==> src/rtl/rename_table_ckpt.sv <==
// Register renamer: speculative RAT, committed CRAT and an allocated-register bitvector.
// One rename per cycle, in-order retire frees the superseded mapping, flush restores RAT from CRAT.
module rename_table_ckpt #(
  parameter int ARCH_REGS = 8,
  parameter int PHYS_REGS = 16,
  parameter int NUM_SRC   = 2,
  parameter int AW        = $clog2(ARCH_REGS),
  parameter int PW        = $clog2(PHYS_REGS)
) (
  input  logic                   clk,
  input  logic                   rst,
  input  logic                   ren_valid,
  output logic                   ren_ready,
  input  logic [NUM_SRC-1:0]     ren_src_ena,
  input  logic [NUM_SRC*AW-1:0]  ren_src_arch,
  input  logic                   ren_dst_ena,
  input  logic [AW-1:0]          ren_dst_arch,
  output logic [NUM_SRC*PW-1:0]  ren_src_phys,
  output logic [PW-1:0]          ren_dst_phys,
  output logic [PW-1:0]          ren_old_phys,
  input  logic                   retire_valid,
  input  logic [AW-1:0]          retire_arch,
  input  logic [PW-1:0]          retire_phys,
  input  logic                   flush,
  output logic [PW:0]            free_count
);

  logic [ARCH_REGS-1:0][PW-1:0] rat_q, rat_d;
  logic [ARCH_REGS-1:0][PW-1:0] crat_q, crat_d;
  logic [PHYS_REGS-1:0]         alloc_q, alloc_d;
  logic [PW-1:0]                free_idx;
  logic [PW:0]                  used_cnt;
  logic                         fire;

  // Downward scan so the lowest free index is the last one written.
  always_comb begin
    // NOTE: every always_comb output gets a default before any conditional write, so no latch is inferred.
    free_idx = '0;
    used_cnt = '0;
    for (int i = PHYS_REGS - 1; i >= 0; i--) begin
      if (!alloc_q[i]) free_idx = PW'(i);
      used_cnt = used_cnt + (PW+1)'(alloc_q[i]);
    end
  end

  assign free_count = (PW+1)'(PHYS_REGS) - used_cnt;
  assign ren_ready  = !flush && (!ren_dst_ena || free_count != '0);
  assign fire       = ren_valid && ren_ready;

  // Lookups read the pre-write RAT, so a source naming its own destination sees the old mapping.
  always_comb begin
    ren_src_phys = '0;
    for (int s = 0; s < NUM_SRC; s++) begin
      if (ren_src_ena[s]) ren_src_phys[s*PW +: PW] = rat_q[ren_src_arch[s*AW +: AW]];
    end
    ren_dst_phys = ren_dst_ena ? free_idx : '0;
    ren_old_phys = ren_dst_ena ? rat_q[ren_dst_arch] : '0;
  end

  always_comb begin
    // NOTE: blocking '=' here lets later statements (flush rebuild) see the retire update made above.
    rat_d   = rat_q;
    crat_d  = crat_q;
    alloc_d = alloc_q;
    if (retire_valid) begin
      if (crat_q[retire_arch] != retire_phys) alloc_d[crat_q[retire_arch]] = 1'b0;
      crat_d[retire_arch] = retire_phys;
    end
    if (flush) begin
      rat_d   = crat_d;
      alloc_d = '0;
      for (int i = 0; i < ARCH_REGS; i++) alloc_d[crat_d[i]] = 1'b1;
    end else if (fire && ren_dst_ena) begin
      alloc_d[free_idx]     = 1'b1;
      rat_d[ren_dst_arch]   = free_idx;
    end
  end

  always_ff @(posedge clk or negedge rst) begin
    if (!rst) begin
      // NOTE: the map tables are reset flop arrays, not RAM, because the identity map must exist right after reset.
      for (int i = 0; i < ARCH_REGS; i++) begin
        rat_q[i]  <= PW'(i);
        crat_q[i] <= PW'(i);
      end
      alloc_q <= {{(PHYS_REGS-ARCH_REGS){1'b0}}, {ARCH_REGS{1'b1}}};
    end else begin
      // NOTE: non-blocking '<=' for all state so every flop samples pre-edge values.
      rat_q   <= rat_d;
      crat_q  <= crat_d;
      alloc_q <= alloc_d;
    end
  end

endmodule

==> config.mk <==
export PLATFORM = sky130hd
export DESIGN_NAME = rename_table_ckpt
export DESIGN_NICKNAME = d
export VERILOG_FILES = /design/src/rtl/rename_table_ckpt.sv
export SDC_FILE = /design/constraint.sdc
export NUM_CORES = 1
export LEC_CHECK = 0
export CORE_MARGIN = 2
export CORE_UTILIZATION = 45
export CTS_CLUSTER_DIAMETER = 60
export DETAILED_ROUTE_END_ITERATION = 8
export PLACE_DENSITY = 0.6
export SLEW_MARGIN = 20
export SYNTH_ARGS = -nofsm -noshare
export SYNTH_HDL_FRONTEND = slang
export SYNTH_SLANG_ARGS = --single-unit
export TNS_END_PERCENT = 1
==> constraint.sdc <==
create_clock -name clk -period 9.5 [get_ports clk]
set_input_delay 1.9 -clock clk [delete_from_list [all_inputs] [get_ports clk]]
set_output_delay 1.9 -clock clk [all_outputs]
set_load 0.05 [all_outputs]
==> metrics.md <==
| Metric | Value |
|---|---|
| Outcome | finished clean |
| Top-area cell type share of the netlist area | approximately 17% |
| Maxcap violations | 0 |
| Clock skew | ~0.009 ns |
| Initial antenna violation count | 0 |
| Die span in x | around 130 um |
| Vias in the first global route | 6,830 |
| Final critical-path setup slack | around 1.9 ns |
| Setup violators final | 0 |
| CP Launch Type | flop |
| Num CTS Buffers | 9 |
| Synth-to-Final Area Change | 12.1% |
| H-tree Lvls | 3 |
| CP Capture Type | primary output |
| FF+latch count, synth | 80 |
| Hold-fix buffers, CTS | 0 |
| Setup TNS | 0 ns |
| Kind of critical path | reg -> out |
| Yosys Warn Count | 0 |
| Net Count, Synth | about 870 |
| Initial core utilization | 45.7% |
| Reg2reg path depth | 16 |
| Total setup buffers inserted after CTS | 0 |
| Clock buffer depth | 2 |
| WHS Path Cells | 2 |
| Remaining DRCs | 0 |
| Post-route ant nets | 0 |
| Register area | approximately 2000 um2 |
| Design area | ~8100 um2 |
| Root Buffer | clkbuf_16 |
| Synth Area in Compound Gates | around a fifth |
| Final-stage net count | between 800 and 900 |
| Port Buf Inserts | 45 |
| Top cells by area, synth | dfrtp_1 (17%), dfstp_2 (12%), mux4_2 (6.9%) |
| Clock slew at reported path FFs | ~0.060 ns |
| DR iter-0 viols | 940 |
| Mux contribution to synthesized area | between 15 and 20% |
| Core Region | about 16,000 um2 |
| Post-DP HPWL | 21.1 mm |
| EDFF count, synth | 0 |
| Crit path max fanout | 5 |
| First-pass GRT wire length | 41.9 mm |
| Gr ovfl total | 0 |
| Die height | 131 um |
| RSZ-0062 raised after global routing | no |
| Standard-cell rows | 46 |
| Later-pin clock latency in the skew report | between 0.3 and 0.4 ns |
| Post-Synth XOR/XNOR Area | less than 1% |
| Final slew viol count | 0 |
| Async SR Flop Fraction | 100% |
| Via count | between 7,000 and 8,000 |
| Vias per inst | around 7 |
| Routed len/inst | approximately 27 um |
| Clk sinks | 80 |
| Worst slew margin | a little under a quarter |
| Final wirelength | 28.0 mm |
| Worst slew pin tran | between 1 and 1.5 ns |
| Post-Place Setup Slack | roughly 2.2 ns |
| CTS tree | yes |
| Avg Inst Size Synth | 8.71 um2 |
| Post-synthesis adder-cell area fraction | 4.97% |
| Post-DP Area | 7740 um2 |
| Syn Std Cell Area | roughly 7000 um2 |
| Leading area contributor after synthesis | dfrtp_1 |
| Fmax | approximately 130 MHz |
| Ports | 46 |
| Main synth FF type | dfrtp_1 |
| Distinct cells, synth | 64 |
| Post-Synth Simple-Gate Area | between 20% and 30% |
| Cell count after synthesis | approximately 830 |
| CP required | around 7.6 ns |
| Area of the multi-input gates | ~4800 um2 |
| Minimum clock period | roughly 7.6 ns |
| Ant. Diodes | 0 |
| Reg2Reg Setup Slack | 3.33 ns |
| GRT Total Usage | 33.4% |
| Final worst path period share | between 80% and 90% |
| Layout fillers | 1,521 |
| DIE AREA | 17,000 um2 |
| Largest net degree at the start of global routing | 90 |
| Min-Delay Path Class | reg -> reg |
| Crit path DAT | 5.73 ns |
| Fraction of layout cells with a size suffix above 1 | roughly 15% |
| Routability Congestion | 0.976 |
| Largest family of logic cells by synthesized area | simple AND/OR/NAND/NOR gates |
| Final hold vios | 0 |
| Pre-antenna DRT Iters | 6 |
| Seq/Total Area, Yosys | roughly 28% |
| PostCTS Resize Cnt | 0 |
per-layer routing:
metal,up-vias,part of all wire (%),GRT usage [%]
met5,-,0,0
met3,79,8.8,6.64
met2,437,46,52.4
met4,0,4.3,14.7
li1,3133,-,-
met1,3573,41,45.0
cell usage in the layout, fill, tap and decap left out, types with 20 or more instances in the layout:
cell	n
nor4_1	20
a311oi_1	25
dfrtp_1	48
o22ai_1	26
mux2i_1	42
nor2b_1	28
inv_1	41
nor3_1	28
dfstp_2	32
clkdlybuf4s50_1	43
mux2_2	24
o21ai_0	20
nand2b_1	22
mux4_2	22
nand2_1	91
nor2_1	52
sequential cells by signal, summed over array words and instances (netlist names):
signal and cells:
alloc_q 16, crat_q 32, rat_q 32
synth_stat cells, drive strengths merged (7+ instances only):
master / instances
a211oi: 13
a21oi: 17
a221o: 9
a221oi: 8
a22o: 7
a22oi: 16
a311oi: 25
a31oi: 14
and2: 12
and3: 8
buf: 16
clkbuf: 49
dfrtp: 48
dfstp: 32
fa: 11
ha: 11
inv: 41
mux2: 24
mux2i: 42
mux4: 22
nand2: 91
nand2b: 22
nand3: 16
nand4: 19
nor2: 52
nor2b: 28
nor3: 28
nor4: 21
o21ai: 20
o22ai: 26
or2: 11
area by class of cell:
class                           instances  area share (%)
Multi-Input combinational cell        641            59.0
Sequential cell                        80            25.3
Timing Repair Buffer                   54            6.37
Tap cell                              216            3.35
Clock buffer                            9            2.79
Inverter                               41            1.91
Clock inverter                          7            1.35
path summary, 6_finish.rpt:
kind                        startpoint          end
setup reg to reg           alloc_q[12]  alloc_q[13]
max in group asynchronous          rst    crat_q[1]
setup / recovery           alloc_q[12]    ren_ready
hold reg to reg              rat_q[26]    rat_q[26]
min in group asynchronous          rst   crat_q[15]
hold / removal               rat_q[26]    rat_q[26]
logic make-up after synthesis:
group,after synthesis
simple gates,333
compound gates,194
buf+inv,106
mux,88
flops,80
fa+ha+maj,22
xor+xnor,4
metrics by stage:
step | std cells | util, % | hold WS (ns)
finish | 1048 | 51.2 | 0.505
global route | 1048 | 51.2 | 0.530
CTS | 1048 | 51.2 | 0.511
detailed placement | 1032 | 49.1 | 0.495
global placement | 1032 | 49.1 | 0.489
floorplan | 827 | - | 0.448
critical path, cell delays in order, from the launching register on:
cell             delay [ns]
dfrtp_1                0.43
fa_1                   0.55
inv_1                  0.04
ha_1                   0.18
inv_1                  0.07
fa_1                   0.44
fa_1                   0.47
fa_1                   0.52
inv_1                  0.06
fa_1                   0.47
ha_1                   0.23
fa_1                   0.48
or4_1                  0.54
nor2_1                 0.12
a21oi_1                0.07
clkdlybuf4s50_1        0.72
Power is not shown: default switching activity piles up to over one toggle a cycle in this logic, so the estimate is an artifact.
==> RTL change 1 (same flow settings) <==
Put a register stage on the output `free_count`, without a reset. The value now appears one clock later. The other outputs are not delayed to match.
--- a/src/rtl/rename_table_ckpt.sv
+++ b/src/rtl/rename_table_ckpt.sv
@@ -27,2 +27,4 @@
 
+  logic [PW:0] free_count_d;
+
   logic [ARCH_REGS-1:0][PW-1:0] rat_q, rat_d;
@@ -45,4 +47,4 @@
 
-  assign free_count = (PW+1)'(PHYS_REGS) - used_cnt;
-  assign ren_ready  = !flush && (!ren_dst_ena || free_count != '0);
+  assign free_count_d = (PW+1)'(PHYS_REGS) - used_cnt;
+  assign ren_ready  = !flush && (!ren_dst_ena || free_count_d != '0);
   assign fire       = ren_valid && ren_ready;
@@ -94,2 +96,6 @@
 
+  always_ff @(posedge clk) begin
+    free_count <= free_count_d;
+  end
+
 endmodule
Behaviour: not the same (a bounded check fails within 4 cycles, from zero or initial values and one cycle with rst low).
==> RTL change 1 against the unedited design <==
- wire length grew 9.2%
- clock skew is essentially flat
- via count grew 4.4%
- synthesized cell count grew 4.1%
- synthesized area grew 3.8%
- sequential cell count grew 5
- design area grew 3.3%
- setup slack gained 0.031 ns
- fmax grew 0.41%
- critical path depth is the same
- largest cell class unchanged
==> RTL change 1: results (changes against the unedited design) <==
Parameter                              Value

STA
  Transition time at the pin with the least slew margin ... 1.206 ns (+0.05678 ns)
  Number of setup violations in the final report ... 0 (unchanged)
  Fin Clk Skew ... 0.009415 ns (+0.0003208 ns)
  Post-Route Hold Slack ... 0.5004 ns (-0.004608 ns)

Critical path
  Critical path arrival ... 5.70 ns (-0.03 ns)
  Worst Reg2Reg Path Length in Cells ... 18 (+2)
  Capture point of the worst path ... ren_ready
  Endpoint of the most critical register-to-register path ... rat_q[20]
  Register-to-register setup slack ... 3.56 ns (+0.23 ns)

Cells and area
  Number of fillers in the final layout ... 1536 (+0.99%)
  Registers with the most flip-flops ... crat_q: 32 flops, rat_q: 32 flops, alloc_q: 16 flops
  Fraction of layout cells with a size suffix above 1 ... 0.1401 (-0.005364)

Synth
  Number of library cell types mapped by synthesis ... 81 (+27%)
  Most used flip-flop cell after synthesis ... dfrtp_1
  Post-synthesis adder-cell area fraction ... 0.04787 (-0.001805)
  Parity-gate share of the synthesized area counting xor and xnor cells ... 0.004687 (-0.0001767)
  Post-synthesis compound-gate area fraction ... 0.2084 (+0.01038)
  Mux cell area share after synthesis ... 0.1507 (-0.01402)
  Post-Synthesis Net Count ... 907 (+3.9%)
  Commonest cells in the synthesized netlist ... nand2_1 (93), nor2_1 (65), dfrtp_1 (48)
  Synth area leaders ... dfrtp_1 (16%), dfstp_2 (11%), mux4_2 (6.9%), mux2i_1 (5.4%), nand2_1 (4.7%)
  Fraction of registers with async set or reset after synthesis ... 0.9412 (-0.05882)
  Portion of the post-synthesis area used by sequential elements ... 0.2866 (+0.003094)

Placement
  Buffers added on ports ... 45 (unchanged)
  Final HPWL from detailed placement ... 23450 µm (+11%)
  Placement Cell Area ... 0.008030 mm² (+3.8%)
  Global placer's final weighted congestion ... 1.055 (+8.1%)

Drt
  Router iterations before antenna repair ... 6 (unchanged)
  Detailed router's first-iteration violation count ... 928 (-1.3%)
  Avg Vias per Cell ... 6.903 (+0.17%)
  Routed wire per std cell ... 27.98 µm (+4.8%)

Global route
  Pin count of the biggest net entering global routing ... 78 (-13%)
  Antenna violations before repair ... 1 (+1)
  Global-route usage over all layers ... 0.3497 (+0.01580)
  Wire length of the first global-routing pass ... 46330 µm (+10%)
  Via count of the first global-routing pass ... 7382 (+8.1%)

Clock tree
  # H-tree levels ... 3 (unchanged)
  Buffers inserted by post-CTS timing repair ... 0 (unchanged)
  Deepest clock path buffer count ... 2 (unchanged)
  Inserted Clock Buffers ... 9 (unchanged)

Min path
  Capture endpoint of the worst hold path ... rat_q[9]
  Hold path start ... rat_q[9]

Status
  Result of the run ... complete, no violations
[RTL change 1: final cells by class]
class / count / area share
clock inverter: 7 / 0.009451
antenna: 1 / 0.0003000
tap: 220 / 0.03300
multi-input combinational: 667 / 0.5879
sequential: 85 / 0.2568
clock buffer: 9 / 0.02700
inverter: 44 / 0.01980
timing repair buffer: 59 / 0.06571
[RTL change 1: cell families (layout without fill, tap and decap cells)]
group	after synthesis	after routing
AO/OA/AOI/OAI	218	218
XOR/XNOR	4	4
adder cells (fa/ha/maj)	22	22
buffers and inverters	109	119
flip-flops	85	85
multiplexers	80	80
other	0	1
AND/OR/NAND/NOR	343	343
[RTL change 1: power breakdown]
group | switching [µW] | internal (µW)
Clock | 158 | 208
Combinational | 911 | 588
Sequential | 146 | 503
[RTL change 1: worst max-delay path: stages (launching register included)]
cell and delay [ns]:
dfrtp_1 0.45, fa_1 0.55, inv_1 0.04, ha_1 0.18
inv_1 0.07, fa_1 0.44, fa_1 0.47, fa_1 0.51
inv_1 0.05, fa_1 0.45, ha_1 0.22, fa_1 0.45
or3_1 0.32, nor4_1 0.29, nor2_1 0.11, clkdlybuf4s50_1 0.74
[RTL change 1: through the flow]
step	util	total power [µW]	cells	setup WS [ns]
2_1_floorplan	-	1626	861	2.979
3_3_place_gp	0.4894	2084	1075	2.377
3_5_place_dp	0.4894	2141	1075	2.240
4_1_cts	0.5080	2511	1091	1.857
5_1_grt	0.5082	2725	1091	1.680
6_report	0.5084	2513	1092	1.903
[RTL change 1: routing by layer]
metal  vias up  share of wire  track usage
li1       3261              -            -
met1      3700           0.40       0.4612
met2       489           0.45       0.5340
met3        88           0.11       0.1042
met4         0          0.042       0.1511
met5         -              0            0
==> RTL change 2 (config.mk and constraints unchanged) <==
Made on the original files. The parameter `NUM_SRC` goes from 2 to 1.
--- a/src/rtl/rename_table_ckpt.sv
+++ b/src/rtl/rename_table_ckpt.sv
@@ -5,3 +5,3 @@
   parameter int PHYS_REGS = 16,
-  parameter int NUM_SRC   = 2,
+  parameter int NUM_SRC   = 1,
   parameter int AW        = $clog2(ARCH_REGS),
Ports: changed (resized ren_src_arch, ren_src_ena and ren_src_phys); port bits go from 46 to 38. The function was not compared with the original's and may differ.
==> RTL change 2 against the unedited design <==
- wire length shrank 7.7%
- synthesized area decreased by 4.8%
- synthesized cell count is 3.3% lower
- cell count shrank 5.6%
- clock skew grew 0.00086 ns
- die area decreased by 4.7%
- critical path depth grew 3
- design area fell by 5.8%
- sequential cell count is the same
- setup slack worse by 0.088 ns
- via count shrank 5.8%
Power is not shown: default switching activity piles up to over one toggle a cycle in this logic, so the estimate is an artifact.
==> RTL change 2: results (changes against the unedited design) <==
Parameter                              Value

Synth
  Number of library cell types mapped by synthesis ... 78 (+22%)
  Portion of the post-synthesis area used by sequential elements ... 0.2978 (+0.01433)
  Commonest cells in the synthesized netlist ... nand2_1 (110), nor2_1 (52), dfrtp_1 (48), inv_1 (48), mux2i_1 (47)
  Post-Synthesis Cells ... 800 (-3.3%)
  Synth area leaders ... dfrtp_1 (18%), dfstp_2 (12%), mux2i_1 (6.9%), nand2_1 (6.0%), mux4_2 (3.9%)

Min path
  Hold path start ... rat_q[22]
  Capture endpoint of the worst hold path ... rat_q[22]

Critical path
  Worst Reg2Reg Path Length in Cells ... 20 (+4)
  Register-to-register setup slack ... 3.63 ns (+0.30 ns)
  Critical path arrival ... 5.82 ns (+0.09 ns)
  Slowest Stage Delay on Critical Path ... 0.90 ns (+0.18 ns)

Status
  Result of the run ... complete, no violations

Placement
  Final HPWL from detailed placement ... 19210 µm (-9.1%)
  Placement Cell Area ... 0.007248 mm² (-6.3%)
  Buffers added on ports ... 37 (-18%)
  Inst Count DP ... 973 (-5.7%)

Cells and area
  Fin area ... 0.007604 mm² (-5.8%)
  Fraction of layout cells with a size suffix above 1 ... 0.1049 (-0.04056)

Drt
  Routed wire per std cell ... 26.11 µm (-2.2%)
  Router iterations before antenna repair ... 5 (-1)
  Vias ... 6802 (-5.8%)
  Detailed router's first-iteration violation count ... 742 (-21%)
  Routed wire length ... 25820 µm (-7.7%)

STA
  Transition time at the pin with the least slew margin ... 1.084 ns (-0.06488 ns)
  Fin Clk Skew ... 0.009959 ns (+0.0008646 ns)

Global route
  Via count of the first global-routing pass ... 6549 (-4.1%)
  Wire length of the first global-routing pass ... 40030 µm (-4.5%)
[RTL change 2: worst max path at each step]
| stage | to | from | depth (start not counted) | slack [ns] |
|---|---|---|---|---|
| finish | ren_ready | alloc_q[13] | 18 | 1.78 |
| CTS | ren_ready | alloc_q[13] | 18 | 1.77 |
| global route | ren_ready | alloc_q[14] | 18 | 1.54 |
| global placement | ren_ready | alloc_q[13] | 18 | 2.19 |
| floorplan | ren_ready | alloc_q[13] | 17 | 2.17 |
| detailed placement | ren_ready | alloc_q[13] | 18 | 2.15 |
[RTL change 2: layout make-up]
cell class              count  area share
clock inverters             5     0.01382
flip-flops and latches     80      0.2686
well taps                 188     0.03094
multi-input cells         613      0.5774
inverters                  51     0.02518
repair buffers             41     0.05216
clock buffers              11     0.03192
[RTL change 2: metal layers]
metal | wire length (µm) | up-vias | track usage
met5 | 0 | - | 0
met4 | 674 | 0 | 0.09050
met3 | 2168 | 57 | 0.07203
met2 | 12100 | 357 | 0.5197
met1 | 10880 | 3377 | 0.4434
li1 | - | 3011 | -
[RTL change 2: worst reg2reg max path, stage by stage, from the launching register on]
cell and delay [ns]:
dfrtp_1 0.39, inv_1 0.10, fa_1 0.55, ha_1 0.14, inv_1 0.05, fa_1 0.50
fa_1 0.55, inv_1 0.05, fa_1 0.41, inv_1 0.07, fa_1 0.40, inv_1 0.06
ha_1 0.14, inv_1 0.05, fa_1 0.51, nand4bb_1 0.17, o31ai_2 0.64, nor2_1 0.23
and3_1 0.29, nor2_1 0.30, a221o_1 0.21
[RTL change 2: kinds of logic after synthesis]
kind of cell,after synthesis,share of synthesized area
and+or+nand+nor,314,0.2349
AOI/OAI and AO/OA,211,0.2318
buffers and inverters,107,0.06460
DFF,80,0.2978
muxes,64,0.1162
adders and majority gates,22,0.05219
xor gates and xnor gates,2,0.002555
